[src/rtl/hamming_scrub_controller_if.sv]
// Bus between the scrub controller, the system sequencer and the protected RAM.
// The master side is the scrubber, which drives the RAM strobes and status.
// The slave side is everything around it: sequencer commands and RAM read data.
interface hamming_scrub_controller_if #(
   parameter int ADDR_W = 4,
   parameter int CNT_W  = 8
);
   logic              start;
   logic              abort;
   logic              busy;
   logic              done;
   logic              mem_rd_en;
   logic              mem_wr_en;
   logic [ADDR_W-1:0] mem_addr;
   logic [6:0]        mem_rd_data;
   logic [6:0]        mem_wr_data;
   logic [CNT_W-1:0]  corr_count;
   logic [ADDR_W-1:0] last_err_addr;

   modport master (
      input  start, abort, mem_rd_data,
      output busy, done, mem_rd_en, mem_wr_en, mem_addr, mem_wr_data,
             corr_count, last_err_addr
   );

   modport slave (
      output start, abort, mem_rd_data,
      input  busy, done, mem_rd_en, mem_wr_en, mem_addr, mem_wr_data,
             corr_count, last_err_addr
   );
endinterface

[src/rtl/hamming_scrub_controller.sv]
// Scrubber for a (7,4) Hamming-protected word store.
// Walks every address once per start, corrects single-bit errors in place,
// counts the corrections (saturating) and remembers the last corrected address.
//
//   state  | meaning
//   -------+------------------------------------------------------------
//   S_IDLE | waiting for start; counters hold the last scan's results
//   S_RD   | read strobe issued for addr
//   S_CHK  | read data valid; syndrome decides write-back or next word
//   S_WR   | corrected word written back to addr
//   S_DONE | one-cycle done pulse after the last word
//
// Word layout h[6:0] = D7 D6 D5 P4 D3 P2 P1; syndrome S = {s2,s1,s0} points
// at the faulty bit position (1..7), zero means clean.
module hamming_scrub_controller #(
   parameter int ADDR_W = 4,
   parameter int CNT_W  = 8
) (
   input  logic clk,
   input  logic rst,
   hamming_scrub_controller_if.master bus
);

   typedef enum logic [2:0] {
      S_IDLE = 3'd0,
      S_RD   = 3'd1,
      S_CHK  = 3'd2,
      S_WR   = 3'd3,
      S_DONE = 3'd4
   } state_t;

   localparam logic [ADDR_W-1:0] ADDR_ONE  = {{(ADDR_W-1){1'b0}}, 1'b1};
   localparam logic [ADDR_W-1:0] ADDR_LAST = {ADDR_W{1'b1}};
   localparam logic [CNT_W-1:0]  CNT_ONE   = {{(CNT_W-1){1'b0}}, 1'b1};
   localparam logic [CNT_W-1:0]  CNT_MAX   = {CNT_W{1'b1}};

   state_t            state, state_n;
   logic [ADDR_W-1:0] addr, addr_n;
   logic [6:0]        word, word_n;
   logic [CNT_W-1:0]  count, count_n;
   logic [ADDR_W-1:0] last_addr, last_addr_n;

   logic [2:0]        syn;
   logic [6:0]        fixed_word;

   // Syndrome of the word currently returned by the RAM and its single-bit fix.
   always_comb begin
      syn[0]     = bus.mem_rd_data[0] ^ bus.mem_rd_data[2] ^ bus.mem_rd_data[4] ^ bus.mem_rd_data[6];
      syn[1]     = bus.mem_rd_data[1] ^ bus.mem_rd_data[2] ^ bus.mem_rd_data[5] ^ bus.mem_rd_data[6];
      syn[2]     = bus.mem_rd_data[3] ^ bus.mem_rd_data[4] ^ bus.mem_rd_data[5] ^ bus.mem_rd_data[6];
      fixed_word = bus.mem_rd_data;
      if (syn != 3'd0) begin
         fixed_word = bus.mem_rd_data ^ (7'd1 << (syn - 3'd1));
      end
   end

   // State and datapath registers; reset drops any write in flight.
   always_ff @(posedge clk or posedge rst) begin
      if (rst) begin
         state     <= S_IDLE;
         addr      <= '0;
         word      <= '0;
         count     <= '0;
         last_addr <= '0;
      end else begin
         state     <= state_n;
         addr      <= addr_n;
         word      <= word_n;
         count     <= count_n;
         last_addr <= last_addr_n;
      end
   end

   // Next-state and datapath update; abort is only looked at while scanning.
   always_comb begin
      state_n     = state;
      addr_n      = addr;
      word_n      = word;
      count_n     = count;
      last_addr_n = last_addr;

      case (state)
         S_IDLE: begin
            if (bus.start) begin
               count_n = '0;
               addr_n  = '0;
               state_n = S_RD;
            end
         end

         S_RD: begin
            if (bus.abort) begin
               state_n = S_IDLE;
            end else begin
               state_n = S_CHK;
            end
         end

         S_CHK: begin
            if (bus.abort) begin
               state_n = S_IDLE;
            end else if (syn != 3'd0) begin
               word_n  = fixed_word;
               state_n = S_WR;
            end else if (addr == ADDR_LAST) begin
               state_n = S_DONE;
            end else begin
               addr_n  = addr + ADDR_ONE;
               state_n = S_RD;
            end
         end

         S_WR: begin
            // The write strobe of this cycle always completes, so the
            // bookkeeping follows it even when the scan is being aborted.
            if (count != CNT_MAX) begin
               count_n = count + CNT_ONE;
            end
            last_addr_n = addr;
            if (bus.abort) begin
               state_n = S_IDLE;
            end else if (addr == ADDR_LAST) begin
               state_n = S_DONE;
            end else begin
               addr_n  = addr + ADDR_ONE;
               state_n = S_RD;
            end
         end

         S_DONE: begin
            state_n = S_IDLE;
         end

         default: begin
            state_n = S_IDLE;
         end
      endcase
   end

   // Outputs are pure decodes of state and registers.
   always_comb begin
      bus.busy          = (state == S_RD) || (state == S_CHK) || (state == S_WR);
      bus.done          = (state == S_DONE);
      bus.mem_rd_en     = (state == S_RD);
      bus.mem_wr_en     = (state == S_WR);
      bus.mem_addr      = addr;
      bus.mem_wr_data   = word;
      bus.corr_count    = count;
      bus.last_err_addr = last_addr;
   end

endmodule

[src/flat_wrapper.sv]
// flat-port wrapper written by rule: the top's interface ports become plain ports
module hamming_scrub_controller_flat 
#(
   parameter int ADDR_W = 4,
   parameter int CNT_W  = 8
)
  (clk, rst, bus_start, bus_abort, bus_mem_rd_data, bus_busy, bus_done, bus_mem_rd_en, bus_mem_wr_en, bus_mem_addr, bus_mem_wr_data, bus_corr_count, bus_last_err_addr);
  hamming_scrub_controller_if #(.ADDR_W(ADDR_W), .CNT_W(CNT_W)) bus_i ();
  input  logic clk;
  input  logic rst;
  input wire logic [$bits(bus_i.start)-1:0] bus_start;
  input wire logic [$bits(bus_i.abort)-1:0] bus_abort;
  input wire logic [$bits(bus_i.mem_rd_data)-1:0] bus_mem_rd_data;
  output wire logic [$bits(bus_i.busy)-1:0] bus_busy;
  output wire logic [$bits(bus_i.done)-1:0] bus_done;
  output wire logic [$bits(bus_i.mem_rd_en)-1:0] bus_mem_rd_en;
  output wire logic [$bits(bus_i.mem_wr_en)-1:0] bus_mem_wr_en;
  output wire logic [$bits(bus_i.mem_addr)-1:0] bus_mem_addr;
  output wire logic [$bits(bus_i.mem_wr_data)-1:0] bus_mem_wr_data;
  output wire logic [$bits(bus_i.corr_count)-1:0] bus_corr_count;
  output wire logic [$bits(bus_i.last_err_addr)-1:0] bus_last_err_addr;
  assign bus_i.start = bus_start;
  assign bus_i.abort = bus_abort;
  assign bus_i.mem_rd_data = bus_mem_rd_data;
  assign bus_busy = bus_i.busy;
  assign bus_done = bus_i.done;
  assign bus_mem_rd_en = bus_i.mem_rd_en;
  assign bus_mem_wr_en = bus_i.mem_wr_en;
  assign bus_mem_addr = bus_i.mem_addr;
  assign bus_mem_wr_data = bus_i.mem_wr_data;
  assign bus_corr_count = bus_i.corr_count;
  assign bus_last_err_addr = bus_i.last_err_addr;
  hamming_scrub_controller #(.ADDR_W(ADDR_W), .CNT_W(CNT_W)) u_core (.clk(clk), .rst(rst), .bus(bus_i));
endmodule
[config.mk]
export PLATFORM = sky130hd
export DESIGN_NAME = hamming_scrub_controller_flat
export DESIGN_NICKNAME = d
export VERILOG_FILES = /design/src/rtl/hamming_scrub_controller_if.sv /design/src/rtl/hamming_scrub_controller.sv /design/src/flat_wrapper.sv
export SDC_FILE = /design/constraint.sdc
export NUM_CORES = 1
export LEC_CHECK = 0
export CORE_AREA = 8 8 68 70
export CTS_CLUSTER_SIZE = 20
export DETAILED_ROUTE_END_ITERATION = 8
export DIE_AREA = 0 0 76 78
export PLACE_DENSITY = 0.85
export SYNTH_ARGS = -nofsm -noshare
export SYNTH_HDL_FRONTEND = slang
export SYNTH_SLANG_ARGS = --single-unit
[constraint.sdc]
create_clock -name clk -period 1.63 [get_ports clk]
set_input_delay 0.163 -clock clk [delete_from_list [all_inputs] [get_ports clk]]
set_output_delay 0.163 -clock clk [all_outputs]
set_load 0.005 [all_outputs]
* After elaboration in Yosys (flattened, before gate mapping)
Index checks and enable logic that the tools add are counted.
W data, S select, Z words.
** Operators by class
- $add $sub $neg :: 3
- Mux-type cells :: 16
- Div/mod/pow operators :: 0
- Order comparisons :: 0
- Bitwise gates (word level) :: 11
- Multipliers :: 0
- Shift operators :: 1
- Eq/ne operators :: 11
- Reductions and logical operators :: 9
** Operators by type and width (count)
- $mux W4 :: 5
- $mux W8 :: 2
- $pmux W8 S2 :: 1
- $mux W3 :: 5
- $pmux W3 S4 :: 1
- $pmux W4 S3 :: 1
- $xor A1 B1 Y1 :: 9
- $add A8 B1 Y8 const B :: 1
- $ne A2 B2 Y1 const B :: 4
- $ne A8 B8 Y1 const B :: 1
- $shl A1 B3 Y7 const A :: 1
- $xor A7 B7 Y7 :: 1
- $eq A3 B2 Y1 const B :: 2
- $reduce_and A3 Y1 :: 2
- $reduce_bool A3 Y1 :: 2
- $reduce_and A5 Y1 :: 1
- $add A4 B1 Y4 const B :: 1
- $eq A4 B4 Y1 const B :: 1
- $eq A3 B1 Y1 const B :: 1
- $eq A3 B3 Y1 const B :: 1
- $logic_not A3 Y1 :: 1
- $sub A3 B1 Y3 const B :: 1
- $logic_or A1 B1 Y1 :: 2
- $mux W2 :: 1
- other kinds (3) :: 3
** Storage, ports and cells
- Bits in writable memories :: 0
- Bits in read-only memories :: 0
- Latch bits :: 0
- Word-level logic and storage cells :: 56
- Memories kept :: 0
- Register bits :: 26

* Depth between registers and ports, before layout
Gate-level depths: netlist (run 1).
- Word-level depth :: 7
- Mapped depth :: 9
- Gate-level depth less buffers :: 9

* Worst setup path before layout (run 1)
No wires, ideal clock.
- Path type :: input-to-reg
- From :: input bus_mem_rd_data[2]
- To :: register u_core.addr[0], in the netlist u_core.bus.mem_addr[0]
- Setup time :: 0.121 ns
- Path slack :: -0.201 ns
- Stages on the path :: 9
- Arrival time :: 1.710 ns
- Cells stage by stage :: xor2_1 xnor2_1 nor2_1 ha_1 nor2_1 a311o_1 nor2_1 mux2_2 a22o_1
** Between the ends
- Cells in the longest elaborated chain, start to end :: 6
** Ends and longest elaborated chain
- start: declaration :: RTL line flat_wrapper.sv:13 : input wire logic [$bits(bus_i.mem_rd_data)-1:0] bus_mem_rd_data;
- $xor A1 B1 Y1, on equally long branches (3 in series) :: RTL line hamming_scrub_controller.sv:48, hamming_scrub_controller.sv:49
- $reduce_bool A3 Y1 (*) :: RTL line hamming_scrub_controller.sv:102 : end else if (syn != 3'd0) begin
- $ne A2 B2 Y1 (no line) (*)
- $reduce_and A5 Y1 (no line) (*)
- end signal: assignment :: RTL line hamming_scrub_controller.sv:67 : addr <= addr_n;
- end: declaration :: RTL line hamming_scrub_controller.sv:38 : logic [ADDR_W-1:0] addr, addr_n;
Every way passes the cells marked *; elsewhere a longest branch is shown, timed or not.
A chain may end at the register's enable or synchronous reset.

* Worst setup path after layout (run 1)
- From :: register u_core.state[1]
- To :: register u_core.count[7], in the netlist u_core.bus.corr_count[7]
** Between the ends
- Cells in the longest elaborated chain, start to end :: 3
** Ends and longest elaborated chain
- start: declaration :: RTL line hamming_scrub_controller.sv:37 : state_t state, state_n;
- start signal: assignment :: RTL line hamming_scrub_controller.sv:66 : state <= state_n;
- $eq A3 B2 Y1 or $logic_not A3 Y1 (tied branches) :: RTL line hamming_scrub_controller.sv:82 : case (state)
- $ne A2 B1 Y1 (no line), or another cell as far along
- $reduce_and A3 Y1 (no line)
- end signal: assignment :: RTL line hamming_scrub_controller.sv:69 : count <= count_n;
- end: declaration :: RTL line hamming_scrub_controller.sv:40 : logic [CNT_W-1:0] count, count_n;
Several ways; a longest one is shown, not always the timed one.

==> reports/summary.json, run 1 <==
{
  "synth": {
    "syn_inst": 144,
    "synthMostInstantiatedCell": "sky130_fd_sc_hd__dfrtp_1",
    "synth-seq-area-share_pct": 43.1,
    "ys_ff_latch": 26,
    "synth-async-reset-ratio_pct": 100,
    "synth_cell_type_count": 32,
    "synth_area_leader_cell": "sky130_fd_sc_hd__dfrtp_1",
    "area_share_of_the_leading_cell_type_in_the_synthesized_netlist_pct": 43.1,
    "ys_dominant_reg_cell": "sky130_fd_sc_hd__dfrtp_1",
    "yosys_warnings": 0,
    "synth_enable_flop_cells": 0,
    "synthesis.area_mm2": 0.00151,
    "postSynthNetCount": 159,
    "largest_cells_by_area_after_synthesis": "sky130_fd_sc_hd__dfrtp_1 (43%), sky130_fd_sc_hd__xnor2_1 (11%), sky130_fd_sc_hd__mux2_2 (4.5%)",
    "mean_instance_size_in_the_synthesized_netlist_um2": 10.5,
    "commonest_cells_in_the_netlist": "sky130_fd_sc_hd__dfrtp_1 (26), sky130_fd_sc_hd__xnor2_1 (19), sky130_fd_sc_hd__nor2_1 (13)"
  },
  "critical_path": {
    "critical_path.max_fanout": 4,
    "worst_setup_path_end_kind": "register",
    "crit_path_dat_ps": 2010,
    "r2r_start": "u_core.state[1]",
    "setup_crit_path_kind": "register to register",
    "reg2reg_slack_ps": -140,
    "worst_setup_path_start_kind": "register",
    "cp-startpoint": "u_core.state[1]",
    "worst-endpoint-required_ps": 1860
  },
  "pwr": {
    "worst_ir_drop_vdd_uv": 485,
    "leakage_dissipation_uw": 0.00103,
    "netSwitchingFraction_pct": 31.0,
    "clock_network_fraction_of_total_power_pct": 17.8,
    "power.share.sequential_pct": 34.7,
    "comb_power_share_pct": 47.5,
    "power_density_mw_per_mm2": 1050,
    "p_sw_uw": 771,
    "cellInternalPower_uw": 1720
  },
  "layout": {
    "insertedDiodeCount": 0,
    "nNetsFinal": 234,
    "final_area_mm2": 0.00238,
    "synthToLayoutAreaGrowth_pct": 57.6,
    "drive_gt1_share_pct": 40.8
  },
  "routing": {
    "drt.antenna.violating_nets": 0,
    "vias_per_cell": 5.09,
    "detail_route.wirelength_mm": 3.76,
    "detailedRoute.firstPassIterationCount": 4,
    "avgRoutedWirePerCell_um": 14.1,
    "initial_drc_count": 38,
    "number_of_design_rule_violations_left_after_detail_routing": 0,
    "num_vias": 1353
  },
  "sta": {
    "timing.final.crit_period_ps": 1770,
    "least_margin_pin_slew_ps": 392,
    "final_max_slew_viol_count": 0,
    "worst_slack_ps": -144,
    "worst_slew_margin_rel_pct": 73.7,
    "period_share_pct": 109,
    "fmaxAchievable_ghz": 0.564,
    "clock-skew-final_ps": 3.07,
    "rsz0062_at_grt": "true",
    "setup_viol": 7,
    "hold_viol": 0,
    "hold-worst-slack_ps": 177
  },
  "floorplanning": {
    "area_of_the_core_mm2": 0.00355,
    "die-width_um": 76,
    "start_util_pct": 42.5,
    "top_level_port_count": 38,
    "die_height_um": 78,
    "total_die_area_mm2": 0.00593,
    "site_rows": 22
  },
  "clock_network": {
    "cts_max_level": 1,
    "path_clk_slew_ps": 140,
    "cts_buffers": 3,
    "clock_tree.buffer_depth": 2,
    "cts.sink_count": 26,
    "tritoncts": "yes",
    "insertion_delay_ps": 330,
    "cts_hold_repair.buffers": 0,
    "cts.root.buffer_cell": "sky130_fd_sc_hd__clkbuf_4"
  },
  "grt": {
    "grt_pass1_vias": 1452,
    "number_of_antenna_violations_at_the_first_check_in_global_routing": 0,
    "grt_first_pass_wirelength_mm": 6.31,
    "grt.total_usage_pct": 12.7,
    "grt_start_max_net_pins": 27,
    "grt_overflow_total": 0
  },
  "run": {
    "drv_cap": 0
  },
  "status": {
    "outcome": "complete, but fails checks",
    "violations": "setup timing"
  },
  "place": {
    "place.port_buffers": 37,
    "globalplace.congestion": 0.855,
    "place.detailed.hpwl_mm": 2.93,
    "place_area_mm2": 0.00225
  },
  "min_path": {
    "type_of_the_most_critical_hold_path": "input pin to asynchronous set/reset pin"
  }
}
-- worst max-delay path, cell delays in order (launching register included) --
cell and delay (ps):
sky130_fd_sc_hd__dfrtp_1 410, sky130_fd_sc_hd__buf_6 120, sky130_fd_sc_hd__or3b_4 420, sky130_fd_sc_hd__a21o_4 260, sky130_fd_sc_hd__nor4b_4 270, sky130_fd_sc_hd__xnor2_1 150, sky130_fd_sc_hd__nor2_1 50
-- metal layers --
metal / vias to the layer above / routed length [µm] / GRT usage, %
met4: 0 / 57 / 4.12
met1: 649 / 1460 / 12.1
met2: 45 / 2070 / 25.5
li1: 652 / - / -
met3: 7 / 173 / 3.11
met5: - / 0 / 0
-- area by class of cell --
cell class	instances	area [µm²]
Sequential cell	26	651
Multi-Input combinational cell	111	980
Clock buffer	3	22.5
Tap cell	48	60.1
Timing Repair Buffer	75	629
Clock inverter	1	30.0
Fill cell	266	1170
Inverter	2	7.51
-- registers in the layout (all words and copies together) (netlist names) --
signal,cells
u_core.state,3
u_core.bus.corr_count,8
u_core.bus.mem_wr_data,7
u_core.bus.last_err_addr,4
u_core.bus.mem_addr,4
-- cell families after synthesis --
family / count (synthesis) / share of synthesized area, %
multiplexers: 7 / 5.14
AND/OR/NAND/NOR: 54 / 21.9
XOR/XNOR: 24 / 13.9
AO/OA/AOI/OAI: 22 / 9.45
buffers and inverters: 7 / 3.23
flip-flops: 26 / 43.1
adder cells (fa/ha/maj): 4 / 3.31
-- path summary, 6_finish.rpt --
check                                             to  cells after the start
setup reg to reg            u_core.bus.corr_count[7]                      6
min in group clk           u_core.bus.mem_wr_data[0]                      4
setup / recovery            u_core.bus.corr_count[7]                      6
hold reg to reg            u_core.bus.mem_wr_data[5]                      2
max in group asynchronous  u_core.bus.mem_wr_data[2]                      3
hold / removal              u_core.bus.corr_count[1]                      3
-- metrics by stage --
stage                     util (%)  TNS [ps]  worst slack [ps]  power, µW  std cells
after floorplan                  -      -413             -85.0       1400        144
after global placement        63.2     -8290              -681       1940        257
after detailed placement      63.2     -9410              -750       1970        257
after CTS                     66.3      -532              -148       2480        266
after global routing          67.0      -961              -206       2650        266
final                         67.0      -474              -144       2490        266
-- layout by cell type, fill, tap and decap left out, types with 2 or more instances in the layout --
cell type	netlist	layout
sky130_fd_sc_hd__clkdlybuf4s50_1	0	26
sky130_fd_sc_hd__buf_4	0	33
sky130_fd_sc_hd__buf_2	0	6
sky130_fd_sc_hd__xnor2_1	19	13
sky130_fd_sc_hd__clkbuf_4	0	3
sky130_fd_sc_hd__dfrtp_1	26	26
sky130_fd_sc_hd__nor3_1	7	4
sky130_fd_sc_hd__ha_1	4	2
sky130_fd_sc_hd__nor3b_2	0	2
sky130_fd_sc_hd__nor3_2	0	3
sky130_fd_sc_hd__nor4b_4	2	2
sky130_fd_sc_hd__a21oi_1	4	2
sky130_fd_sc_hd__buf_6	3	5
sky130_fd_sc_hd__nand3_1	8	8
sky130_fd_sc_hd__xnor2_2	0	4
sky130_fd_sc_hd__o21ai_0	9	8
sky130_fd_sc_hd__nor2_2	0	3
sky130_fd_sc_hd__nor2_1	13	9
sky130_fd_sc_hd__xor2_1	5	4
sky130_fd_sc_hd__nand2_1	11	11
sky130_fd_sc_hd__ha_2	0	2
sky130_fd_sc_hd__inv_1	2	2
sky130_fd_sc_hd__a22o_1	4	4
sky130_fd_sc_hd__mux2_2	6	5
sky130_fd_sc_hd__clkbuf_2	0	3
sky130_fd_sc_hd__xnor2_4	0	2
-- what timing repair did --
action                                  4_1_cts  5_1_grt
pin swaps                                    13        5
gates resized for setup                      48       12
setup buffers                                 5        0
endpoints found under the setup margin       20       23
-- power by group through the flow --
stage	sequential, µW	clock (µW)	combinational (µW)
after CTS	864	451	1170
final	863	443	1180
after floorplan	888	0	512
after detailed placement	874	0	1100
after global placement	870	0	1070
after global routing	882	475	1290
(Power assumes the default switching activity.)
==> inputs of run 2 (changes only) <==
- CORE_AREA: 8 8 68 70 -> 8 8 71 67
- DIE_AREA: 0 0 76 78 -> 0 0 79 75
==> run 2 against run 1 <==
Against the previous run:
- register-to-register slack gained 80 ps
- clock skew grew 3.5 ps
- largest cell class unchanged
- highest routed layer unchanged
- critical endpoint unchanged
- clock-buffer cell count is the same
- clock power shrank 20%
- final cell count is the same
- the run still ends with setup timing left
==> reports/summary.json, run 2 (same netlist as run 1, synthesis figures left out) <==
{
  "pwr": {
    "worst_ir_drop_vdd_uv": 428,
    "leakage_dissipation_uw": 0.00106,
    "power_density_mw_per_mm2": 1000
  },
  "critical_path": {
    "r2r_start": "u_core.state[0]",
    "critical_path.max_fanout": 4,
    "worstRegToRegCells": 5,
    "setup_crit_path_kind": "register to register",
    "worst_r2r_endpoint": "u_core.bus.corr_count[7]",
    "worst_setup_path_start_kind": "register",
    "worst_setup_path_end_kind": "register",
    "crit_path_dat_ps": 1850,
    "reg2reg_slack_ps": -70,
    "worst-endpoint-required_ps": 1790
  },
  "sta": {
    "timing.final.crit_period_ps": 1700,
    "rsz0062_at_grt": "true",
    "setup-tns-final_ps": -136,
    "worst_slack_ps": -66.2,
    "hold_viol": 0,
    "least_margin_pin_slew_ps": 375,
    "hold-worst-slack_ps": 247,
    "worst_slew_margin_rel_pct": 74.8,
    "period_share_pct": 104,
    "final_max_slew_viol_count": 0,
    "setup_viol": 3,
    "fmaxAchievable_ghz": 0.590,
    "clock-skew-final_ps": 6.55
  },
  "status": {
    "outcome": "complete, but fails checks",
    "violations": "setup timing"
  },
  "min_path": {
    "type_of_the_most_critical_hold_path": "input pin to asynchronous set/reset pin"
  },
  "layout": {
    "drive_gt1_share_pct": 39.5,
    "nNetsFinal": 237,
    "synthToLayoutAreaGrowth_pct": 60.2,
    "largest_register_ffs": 8,
    "mostFrequentLayoutCell": "sky130_fd_sc_hd__buf_4",
    "n_fill_cell": 287,
    "fin_util_pct": 67.7,
    "mostFrequentLayoutCells": "sky130_fd_sc_hd__buf_4 (40), sky130_fd_sc_hd__clkdlybuf4s50_1 (27), sky130_fd_sc_hd__dfrtp_1 (26), sky130_fd_sc_hd__xnor2_1 (12), sky130_fd_sc_hd__nand2_1 (11)",
    "insertedDiodeCount": 0
  },
  "clock_network": {
    "insertion_delay_ps": 270,
    "cts_max_level": 1,
    "clock_tree.buffer_depth": 2,
    "cts.sink_count": 26,
    "cts.root.buffer_cell": "sky130_fd_sc_hd__clkbuf_8",
    "path_clk_slew_ps": 90,
    "cts_buffers": 3,
    "tritoncts": "yes"
  },
  "grt": {
    "grt_overflow_total": 0,
    "number_of_antenna_violations_at_the_first_check_in_global_routing": 0,
    "grt.total_usage_pct": 13.5,
    "grt_start_max_net_pins": 27,
    "grt_pass1_vias": 1493,
    "grt_first_pass_wirelength_mm": 6.50
  },
  "place": {
    "place.port_buffers": 37,
    "globalplace.congestion": 0.820,
    "place.detailed.hpwl_mm": 2.78,
    "post-place-ws_ps": -731
  },
  "floorplanning": {
    "top_level_port_count": 38,
    "die-width_um": 79,
    "area_of_the_core_mm2": 0.00357,
    "total_die_area_mm2": 0.00593,
    "start_util_pct": 42.3,
    "site_rows": 21,
    "die_height_um": 75
  },
  "routing": {
    "initial_drc_count": 65,
    "vias_per_cell": 5.09,
    "number_of_design_rule_violations_left_after_detail_routing": 0,
    "num_vias": 1353,
    "detailedRoute.firstPassIterationCount": 4,
    "avgRoutedWirePerCell_um": 14.1,
    "detail_route.wirelength_mm": 3.74,
    "drt.antenna.violating_nets": 0
  },
  "run": {
    "drv_cap": 0
  }
}
[run 2: where the power goes]
part	total (µW)	switching, µW	internal, µW
registers	857	75.7	781
clock network	353	188	165
logic	1210	491	719
[run 2: worst max-delay path, cell delays in order (launching register included)]
cell                      delay, ps
sky130_fd_sc_hd__dfrtp_1        400
sky130_fd_sc_hd__or3b_4         430
sky130_fd_sc_hd__a21o_4         250
sky130_fd_sc_hd__nor4b_4        270
sky130_fd_sc_hd__xnor2_1        170
sky130_fd_sc_hd__nor2_1          70
[run 2: timing repair]
item                       in CTS  in global routing
pin swaps                      13                  1
setup buffers                   7                  0
hold buffers                    0                  0
resized for setup              50                  5
setup endpoints to repair      22                 11
gates cloned                    0                  0
[run 2: area by class of cell]
cell class / instances / area [µm²] / area share [%]
Clock buffer: 3 / 41.3 / 1.71
Sequential cell: 26 / 651 / 26.9
Multi-Input combinational cell: 111 / 977 / 40.4
Inverter: 2 / 7.51 / 0.310
Timing Repair Buffer: 78 / 686 / 28.3
Tap cell: 46 / 57.6 / 2.38
[run 2: metal layers]
| layer | global-route usage (%) | share of wire [%] |
|---|---|---|
| met2 | 24.7 | 51 |
| met4 | 4.31 | 1.4 |
| met3 | 3.22 | 6.4 |
| met1 | 15.1 | 41 |
| met5 | 0 | 0 |
[run 2: worst max-delay path by stage]
stage / depth (start not counted) / to / start
after global placement: 9 / u_core.bus.mem_addr[0] / bus_mem_rd_data[6]
after CTS: 9 / u_core.bus.mem_addr[0] / bus_mem_rd_data[6]
after detailed placement: 9 / u_core.bus.mem_addr[0] / bus_mem_rd_data[6]
final: 5 / u_core.bus.corr_count[7] / u_core.state[0]
after global routing: 5 / u_core.bus.corr_count[7] / u_core.state[0]
after floorplan: 8 / u_core.bus.mem_addr[0] / bus_mem_rd_data[2]
[run 2: per-stage QoR]
| step | instances | total power (µW) | cell area, µm² |
|---|---|---|---|
| after global placement | 256 | 1960 | 2250 |
| after floorplan | 144 | 1400 | 1610 |
| after detailed placement | 256 | 1990 | 2250 |
| final | 266 | 2420 | 2420 |
| after global routing | 266 | 2600 | 2420 |
| after CTS | 266 | 2440 | 2400 |
